### config.mk
export PLATFORM = sky130hd
export DESIGN_NAME = mem_bus_unit_flat
export DESIGN_NICKNAME = d
export VERILOG_FILES = /design/src/rtl/mem_bus_unit_if.sv /design/src/rtl/mem_bus_unit.sv /design/src/flat_wrapper.sv
export SDC_FILE = /design/constraint.sdc
export NUM_CORES = 1
export LEC_CHECK = 0
export ABC_CLOCK_PERIOD_IN_PS = 3400
export CAP_MARGIN = 20
export CORE_ASPECT_RATIO = 0.5
export CORE_MARGIN = 4
export CORE_UTILIZATION = 49
export CTS_BUF_LIST = sky130_fd_sc_hd__clkbuf_8
export CTS_CLUSTER_DIAMETER = 30
export DETAILED_ROUTE_END_ITERATION = 12
export PLACE_DENSITY = 0.81
export SLEW_MARGIN = 10
export SYNTH_ARGS = -nofsm -noshare
export SYNTH_HDL_FRONTEND = slang
export SYNTH_SLANG_ARGS = --single-unit
### constraint.sdc
create_clock -name CLK -period 3.4 [get_ports CLK]
set_input_delay 0.51 -clock CLK [delete_from_list [all_inputs] [get_ports CLK]]
set_output_delay 0.51 -clock CLK [all_outputs]
set_load 0.05 [all_outputs]
### src/rtl/mem_bus_unit_if.sv
// Memory-stage bundle for mem_bus_unit: the pipeline-side request and result,
// plus the byte-serial beat bus toward memory.
interface mem_bus_unit_if;
   logic [3:0]  op_i;
   logic [31:0] addr_i;
   logic [31:0] wdata_i;
   logic        stallreq_from_mem;
   logic [31:0] rdata_o;
   logic        done_o;
   logic        bus_err_o;
   logic        mem_req;
   logic        mem_we;
   logic [31:0] mem_baddr;
   logic [7:0]  mem_bwdata;
   logic [7:0]  mem_brdata;
   logic        mem_ack;

   modport master (
      input  op_i, addr_i, wdata_i, mem_brdata, mem_ack,
      output stallreq_from_mem, rdata_o, done_o, bus_err_o,
      output mem_req, mem_we, mem_baddr, mem_bwdata
   );

   modport slave (
      output op_i, addr_i, wdata_i, mem_brdata, mem_ack,
      input  stallreq_from_mem, rdata_o, done_o, bus_err_o,
      input  mem_req, mem_we, mem_baddr, mem_bwdata
   );
endinterface

### src/rtl/mem_bus_unit.sv
// Byte-serial load/store unit for the MEM stage, with a per-beat ack timeout.
// Optional macro MEM_MISALIGN_TRAP_EN turns misaligned halfword/word accesses into bus errors.
module mem_bus_unit #(
   parameter int ACK_TIMEOUT = 16
) (
   input logic            CLK,
   input logic            RST_N,
   mem_bus_unit_if.master bus
);
   localparam logic [3:0] OP_LB  = 4'd1;
   localparam logic [3:0] OP_LH  = 4'd2;
   localparam logic [3:0] OP_LW  = 4'd3;
   localparam logic [3:0] OP_LBU = 4'd4;
   localparam logic [3:0] OP_LHU = 4'd5;
   localparam logic [3:0] OP_SB  = 4'd6;
   localparam logic [3:0] OP_SH  = 4'd7;
   localparam logic [3:0] OP_SW  = 4'd8;

   localparam int WW = (ACK_TIMEOUT > 1) ? $clog2(ACK_TIMEOUT) : 1;
   localparam logic [WW-1:0] WAIT_LAST = WW'(ACK_TIMEOUT - 1);

   typedef enum logic [1:0] {IDLE, XFER, DONE} state_t;

   state_t            state_q, state_d;
   logic [3:0]        op_q, op_d;
   logic [2:0]        idx_q, idx_d;
   logic [2:0]        cnt_q, cnt_d;
   logic [WW-1:0]     wait_q, wait_d;
   logic [3:0][7:0]   buf_q, buf_d;
   logic              err_q, err_d;
   logic [31:0]       rdata_q, rdata_d;

   logic              op_valid;
   logic [2:0]        op_beats;
   logic              misalign;
   logic              xfer;
   logic              last_beat;
   logic [3:0][7:0]   wbytes;

   function automatic logic [31:0] extend(input logic [3:0] op, input logic [31:0] w);
      case (op)
         OP_LB:   return {{24{w[7]}}, w[7:0]};
         OP_LH:   return {{16{w[15]}}, w[15:0]};
         OP_LBU:  return {24'd0, w[7:0]};
         OP_LHU:  return {16'd0, w[15:0]};
         default: return w;
      endcase
   endfunction

   assign op_valid = (bus.op_i >= OP_LB) && (bus.op_i <= OP_SW);

   always_comb begin
      op_beats = 3'd4;
      if (bus.op_i == OP_LB || bus.op_i == OP_LBU || bus.op_i == OP_SB)
         op_beats = 3'd1;
      else if (bus.op_i == OP_LH || bus.op_i == OP_LHU || bus.op_i == OP_SH)
         op_beats = 3'd2;
   end

`ifdef MEM_MISALIGN_TRAP_EN
   always_comb begin
      misalign = 1'b0;
      if (op_beats == 3'd2)
         misalign = bus.addr_i[0];
      else if (op_beats == 3'd4)
         misalign = (bus.addr_i[1:0] != 2'b00);
   end
`else
   assign misalign = 1'b0;
`endif

   assign xfer      = (state_q == XFER);
   assign last_beat = ((idx_q + 3'd1) == cnt_q);
   assign wbytes    = bus.wdata_i;

   always_comb begin
      state_d = state_q;
      op_d    = op_q;
      idx_d   = idx_q;
      cnt_d   = cnt_q;
      wait_d  = wait_q;
      buf_d   = buf_q;
      err_d   = err_q;
      rdata_d = rdata_q;
      case (state_q)
         IDLE: begin
            if (op_valid) begin
               op_d    = bus.op_i;
               cnt_d   = op_beats;
               idx_d   = 3'd0;
               wait_d  = '0;
               err_d   = misalign;
               state_d = misalign ? DONE : XFER;
            end
         end
         XFER: begin
            // An ack on the final wait cycle still wins over the timeout.
            if (bus.mem_ack) begin
               buf_d[idx_q[1:0]] = bus.mem_brdata;
               wait_d = '0;
               if (last_beat) begin
                  state_d = DONE;
                  err_d   = 1'b0;
                  if (op_q <= OP_LHU)
                     rdata_d = extend(op_q, buf_d);
               end else begin
                  idx_d = idx_q + 3'd1;
               end
            end else if (wait_q == WAIT_LAST) begin
               state_d = DONE;
               err_d   = 1'b1;
            end else begin
               wait_d = wait_q + 1'b1;
            end
         end
         DONE:    state_d = IDLE;
         default: state_d = IDLE;
      endcase
   end

   always_ff @(posedge CLK or negedge RST_N) begin
      if (!RST_N) begin
         state_q <= IDLE;
         op_q    <= 4'd0;
         idx_q   <= 3'd0;
         cnt_q   <= 3'd0;
         wait_q  <= '0;
         buf_q   <= '0;
         err_q   <= 1'b0;
         rdata_q <= 32'd0;
      end else begin
         state_q <= state_d;
         op_q    <= op_d;
         idx_q   <= idx_d;
         cnt_q   <= cnt_d;
         wait_q  <= wait_d;
         buf_q   <= buf_d;
         err_q   <= err_d;
         rdata_q <= rdata_d;
      end
   end

   // Stall is gated by RST_N so it falls together with the asynchronous reset.
   assign bus.stallreq_from_mem = RST_N & ((state_q == IDLE && op_valid) || xfer);
   assign bus.mem_req    = xfer;
   assign bus.mem_we     = xfer && (op_q >= OP_SB) && (op_q <= OP_SW);
   assign bus.mem_baddr  = xfer ? (bus.addr_i + {29'd0, idx_q}) : 32'd0;
   assign bus.mem_bwdata = xfer ? wbytes[idx_q[1:0]] : 8'd0;
   assign bus.done_o     = (state_q == DONE) && !err_q;
   assign bus.bus_err_o  = (state_q == DONE) && err_q;
   assign bus.rdata_o    = rdata_q;
endmodule

### src/flat_wrapper.sv
// flat-port wrapper written by rule: the top's interface ports become plain ports
module mem_bus_unit_flat 
#(
   parameter int ACK_TIMEOUT = 16
)
  (CLK, RST_N, bus_op_i, bus_addr_i, bus_wdata_i, bus_mem_brdata, bus_mem_ack, bus_stallreq_from_mem, bus_rdata_o, bus_done_o, bus_bus_err_o, bus_mem_req, bus_mem_we, bus_mem_baddr, bus_mem_bwdata);
  mem_bus_unit_if bus_i ();
  input logic CLK;
  input logic RST_N;
  input wire logic [$bits(bus_i.op_i)-1:0] bus_op_i;
  input wire logic [$bits(bus_i.addr_i)-1:0] bus_addr_i;
  input wire logic [$bits(bus_i.wdata_i)-1:0] bus_wdata_i;
  input wire logic [$bits(bus_i.mem_brdata)-1:0] bus_mem_brdata;
  input wire logic [$bits(bus_i.mem_ack)-1:0] bus_mem_ack;
  output wire logic [$bits(bus_i.stallreq_from_mem)-1:0] bus_stallreq_from_mem;
  output wire logic [$bits(bus_i.rdata_o)-1:0] bus_rdata_o;
  output wire logic [$bits(bus_i.done_o)-1:0] bus_done_o;
  output wire logic [$bits(bus_i.bus_err_o)-1:0] bus_bus_err_o;
  output wire logic [$bits(bus_i.mem_req)-1:0] bus_mem_req;
  output wire logic [$bits(bus_i.mem_we)-1:0] bus_mem_we;
  output wire logic [$bits(bus_i.mem_baddr)-1:0] bus_mem_baddr;
  output wire logic [$bits(bus_i.mem_bwdata)-1:0] bus_mem_bwdata;
  assign bus_i.op_i = bus_op_i;
  assign bus_i.addr_i = bus_addr_i;
  assign bus_i.wdata_i = bus_wdata_i;
  assign bus_i.mem_brdata = bus_mem_brdata;
  assign bus_i.mem_ack = bus_mem_ack;
  assign bus_stallreq_from_mem = bus_i.stallreq_from_mem;
  assign bus_rdata_o = bus_i.rdata_o;
  assign bus_done_o = bus_i.done_o;
  assign bus_bus_err_o = bus_i.bus_err_o;
  assign bus_mem_req = bus_i.mem_req;
  assign bus_mem_we = bus_i.mem_we;
  assign bus_mem_baddr = bus_i.mem_baddr;
  assign bus_mem_bwdata = bus_i.mem_bwdata;
  mem_bus_unit #(.ACK_TIMEOUT(ACK_TIMEOUT)) u_core (.CLK(CLK), .RST_N(RST_N), .bus(bus_i));
endmodule
==> results.txt <==
The flow ran to the end, and the final reports show no timing, DRC or antenna violations. The I/O pin count came out at 156. Biggest area consumer among synthesized cells: dfrtp_1. The max capacitance violation total is 0, and the leakage power figure is 3.127 nW. The area of combinational cells with multiple inputs came out at 3074 um2. The cell with the largest stage delay on the worst path was clkdlybuf4s50_1.

The tools report the yosys synthesis warning count as 0. The H-tree was split into 3 levels. In this run the standard cell core region covers 10,280 um2. Synthesis handed over a netlist of 497 instances. The pre-antenna-repair detailed-routing pass consisted of 5 iterations.

The floorplan step defined a die boundary enclosing 12,460 um2. In this run, synthesis produced a sequential element count of 81. The portion of the clock cycle consumed by the worst path in the final layout is 98.73%, and the filler cell count is 720. After synthesis, flip-flops and latches occupy 38.85% of the total area. The via count of the first global-routing pass came out at 4,578. The buffer depth of the longest clock path was 2.

The power per standard cell area was 940.3 nW/um2; the wire length reported by the detailed router was 14,950 um. The design draws 7.159 mW. For the final number of hold-violating endpoints, the log shows 0.

Setup repair after global routing left no endpoint under its margin. The worst vdd rail ir drop is 0.6802 mV. The logs give 0 for the buffers inserted during post-CTS setup optimization and 5218 um2 for the post-synthesis instance area. Counting buffers and inverters, the worst setup path is 9 cells deep.

The via density per instance was 5.875. The antenna cell count came out at 0. The tools report the layout net count as 757. Once the floorplan was initialized, standard cells occupied 50.75% of the core.

The synthesized netlist contains 65 unique library cells. The tree is rooted in a clkbuf_8. After detailed placement, the design holds a cell count of 797. Timing would allow up to 297.9 MHz. The fraction of the mapped netlist area in simple logic gates was 15.13%; the CTS buffer count was 9.

The synthesized area divided by synthesized cell count works out to 10.50 um2. The count of nets left with antenna violations once routing finished came out at 0. The count of unresolved DRC violations after routing is 0, and the worst slew slack as a fraction of its limit is 46.76%. The family with the most delay on the worst path is buffers and inverters. Overall track demand over capacity in global routing: 23.20%. The maximum cell stage delay along the critical path was 0.52 ns; the number of DRC violations after detailed-routing iteration 0 was 345.

From synthesis to final layout, the design area changed by 45.92%. When the netlist entered floorplanning its net count stood at 585. Excluding fillers, the count of instances in the completed layout stands at 814.

The setup-violating endpoint count in the final report is 0. For the clock insertion delay at the later pin of the skew report, the log shows 0.36 ns. The synthesized netlist devotes 2.302% of its cell area to adder and majority cells.

The detailed router placed 4,782 vias in this run. The number of flops mapped to enable cells by yosys was 0. The placed instances occupy a cell area of 7356 um2.

Routability-driven placement finished with a final weighted congestion of 0.9062. After Yosys synthesis, XOR and XNOR cells account for 2.302% of the synthesized area. The most used flip-flop cell after synthesis is dfrtp_1. The combinational family with the most area after synthesis is multiplexers. The tools report the final HPWL from detailed placement as 11,320 um.

The share of flip-flops with an asynchronous set or reset after synthesis was 100.0%; the area fraction in compound gates after synthesis was 13.72%. The required time at the worst-slack endpoint is 2.89 ns, and the clock slew seen by the registers of the worst setup and hold paths is 0.09 ns. The number of clock sinks was 81; the proportion of layout cells with a drive suffix above 1 was 30.86%.

The tools report the element type at the critical path start as a primary input. The worst reg-to-reg path cell count was 8. The min-delay analysis places its worst path in the category primary input to asynchronous set/reset pin. The worst path in the final design needs a cycle of 3.357 ns, including I/O delays and setup. The maximum fanout along the worst path was 5. For the register area, the log shows 2027 um2.

On the final layout, the worst clock skew is 0.01583 ns. The category of the most critical setup path was primary input to output port. The final-report max-slew violation count is 0.

After global routing the overflow that remains totals 0. For the pin with the worst max-slew slack, the measured transition is 0.7925 ns. Entering global routing, the biggest net connects 54 pins.

Input and output buffers added on the ports amount to 155. In the post-synthesis netlist, the biggest area contributors are dfrtp_1, mux2_2, mux2i_1. The floorplan row count was 26; the portion of synthesized cell area occupied by the leading cell type was 38.85%. Measured along the y axis, the die boundary spans 80.97 um.

The initial antenna violation count was 0. The multiplexer area fraction after synthesis is 23.55%. The arrival time at the worst endpoint is 2.85 ns. TritonCTS built the clock tree.

The type of destination of the critical path is an output port. With fillers left out, the area of the finished cells amounts to 7614 um2. The die width was 153.9 um.

For the utilization after layout, the log shows 74.06%. Traced cell by cell, the critical path runs through clkdlybuf4s50_1 -> inv_1 -> fa_2 -> nor2b_2 -> o2111ai_2 -> buf_4 -> or4_1 -> a21oi_2 -> buf_12. Counting both buffers and inverters, the worst setup path holds a total of 4. In the final routed layout, each cell accounts on average for 18.37 um. Wire length of the first global-routing pass: 23,410 um. The aggregate negative setup slack is 0 ns.
## sequential cells by signal, indices dropped and copies added, names as in the netlist
name	cells
u_core.buf_q	32
u_core.bus.rdata_o	32
u_core.cnt_q	3
u_core.err_q	1
u_core.idx_q	3
u_core.op_q	4
u_core.state_q	2
u_core.wait_q	4
## layout make-up
class	instances	area share, %
clock buffer	9	1.627
inverter	15	0.7395
clock inverter	7	0.8053
multi-input combinational	371	40.38
tap	140	2.301
timing repair buffer	191	27.53
sequential	81	26.62
## final timing paths
check / start / end / slack, ns
max in group asynchronous: RST_N / u_core.bus.rdata_o[23]$_DFFE_PN0P_ / 2.35
worst min-delay path: RST_N / u_core.bus.rdata_o[13]$_DFFE_PN0P_ / 0.06
worst max register to register: u_core.idx_q[0]$_DFFE_PN0P_ / u_core.bus.rdata_o[15]$_DFFE_PN0P_ / 0.59
worst max-delay path: bus_addr_i[1] / bus_mem_baddr[30] / 0.04
min in group CLK: u_core.bus.rdata_o[25]$_DFFE_PN0P_ / u_core.bus.rdata_o[25]$_DFFE_PN0P_ / 0.49
worst min register to register: u_core.bus.rdata_o[25]$_DFFE_PN0P_ / u_core.bus.rdata_o[25]$_DFFE_PN0P_ / 0.49
## routing by layer
layer / vias to the layer above / share of wire (%) / global-route usage [%]
li1: 2239 / - / -
met1: 2367 / 46 / 31.81
met2: 161 / 48 / 39.61
met3: 15 / 5.2 / 4.204
met4: 0 / 0.96 / 4.141
met5: - / 0 / 0
## worst reg2reg max path: cells and delay by family (launching register included)
family | cells | cell delay (ns)
buffers and inverters | 3 | 0.76
flip-flops | 1 | 0.38
XOR/XNOR | 1 | 0.20
multiplexers | 1 | 0.41
adder cells (fa/ha/maj) | 1 | 0.34
AND/OR/NAND/NOR | 2 | 0.62
## cell usage after synthesis (all sizes together), types with 4 or more instances
| cell type | n |
|---|---|
| and2 | 11 |
| mux2i | 26 |
| o31ai | 13 |
| o21ai | 20 |
| or4 | 16 |
| or3 | 7 |
| mux2 | 70 |
| clkbuf | 17 |
| xnor2 | 9 |
| nor2 | 21 |
| dfrtp | 81 |
| nand3 | 14 |
| nand2 | 30 |
| buf | 12 |
| a21oi | 26 |
| nand4 | 6 |
| nor3 | 10 |
| and4 | 4 |
| mux4 | 8 |
| o211ai | 16 |
| inv | 15 |
| ha | 8 |
| nand2b | 4 |
| nor4 | 4 |
| a31oi | 4 |
## cells in the final DEF, fill, tap and decap left out, types with 3 or more instances in the layout
master,Yosys,routed
clkdlybuf4s50_1,0,111
dfrtp_1,81,81
mux2_2,67,67
buf_4,4,48
nand2_1,30,30
buf_12,0,30
mux2i_1,26,26
nor2_1,21,21
o21ai_0,18,18
o211ai_1,16,16
inv_1,14,14
a21oi_1,26,14
nand3_1,13,13
o31ai_1,13,12
or4_1,15,12
a21oi_2,0,11
and2_1,11,11
xnor2_1,9,9
nor3_1,9,9
clkbuf_8,0,9
mux4_2,8,8
ha_1,8,7
or3_1,6,6
nand2b_1,4,4
or4_4,1,4
nand4_1,4,4
nor4_1,4,4
a31oi_1,4,4
and4_1,3,3
and3_1,3,3
nor3b_1,3,3
o22ai_1,3,3
mux2_1,3,3
a22o_1,3,3
## metrics by stage
step           hold slack, ns  worst slack, ns
2_1_floorplan          0.2144          0.02033
3_3_place_gp           0.4500         -0.01334
3_5_place_dp           0.4525         -0.02073
4_1_cts               0.06776          0.02180
5_1_grt               0.07468          0.01072
6_report              0.06330          0.04328
## kinds of logic after synthesis
kind of cell / after synthesis
buf+inv: 45
mux: 104
xor+xnor: 12
compound gates: 107
fa+ha+maj: 9
flops: 81
simple gates: 139
## power by group
group / leakage, nW / total (mW) / switching [mW] / internal (mW)
Sequential: 1.02 / 1.66 / 0.275 / 1.38
Clock: 0.0940 / 0.674 / 0.393 / 0.281
Combinational: 2.01 / 4.83 / 2.78 / 2.04
Total: 3.13 / 7.16 / 3.45 / 3.71
## what timing repair did
action | 4_1_cts | 5_1_grt
resized for setup | 4 | 12
setup endpoints to repair | 8 | 13
endpoints found under the hold margin | 0 | 0
hold buffers | 0 | 0
pin swaps | 2 | 5
gates cloned | 1 | 0
Note: power is estimated with default switching activity, not from simulation.
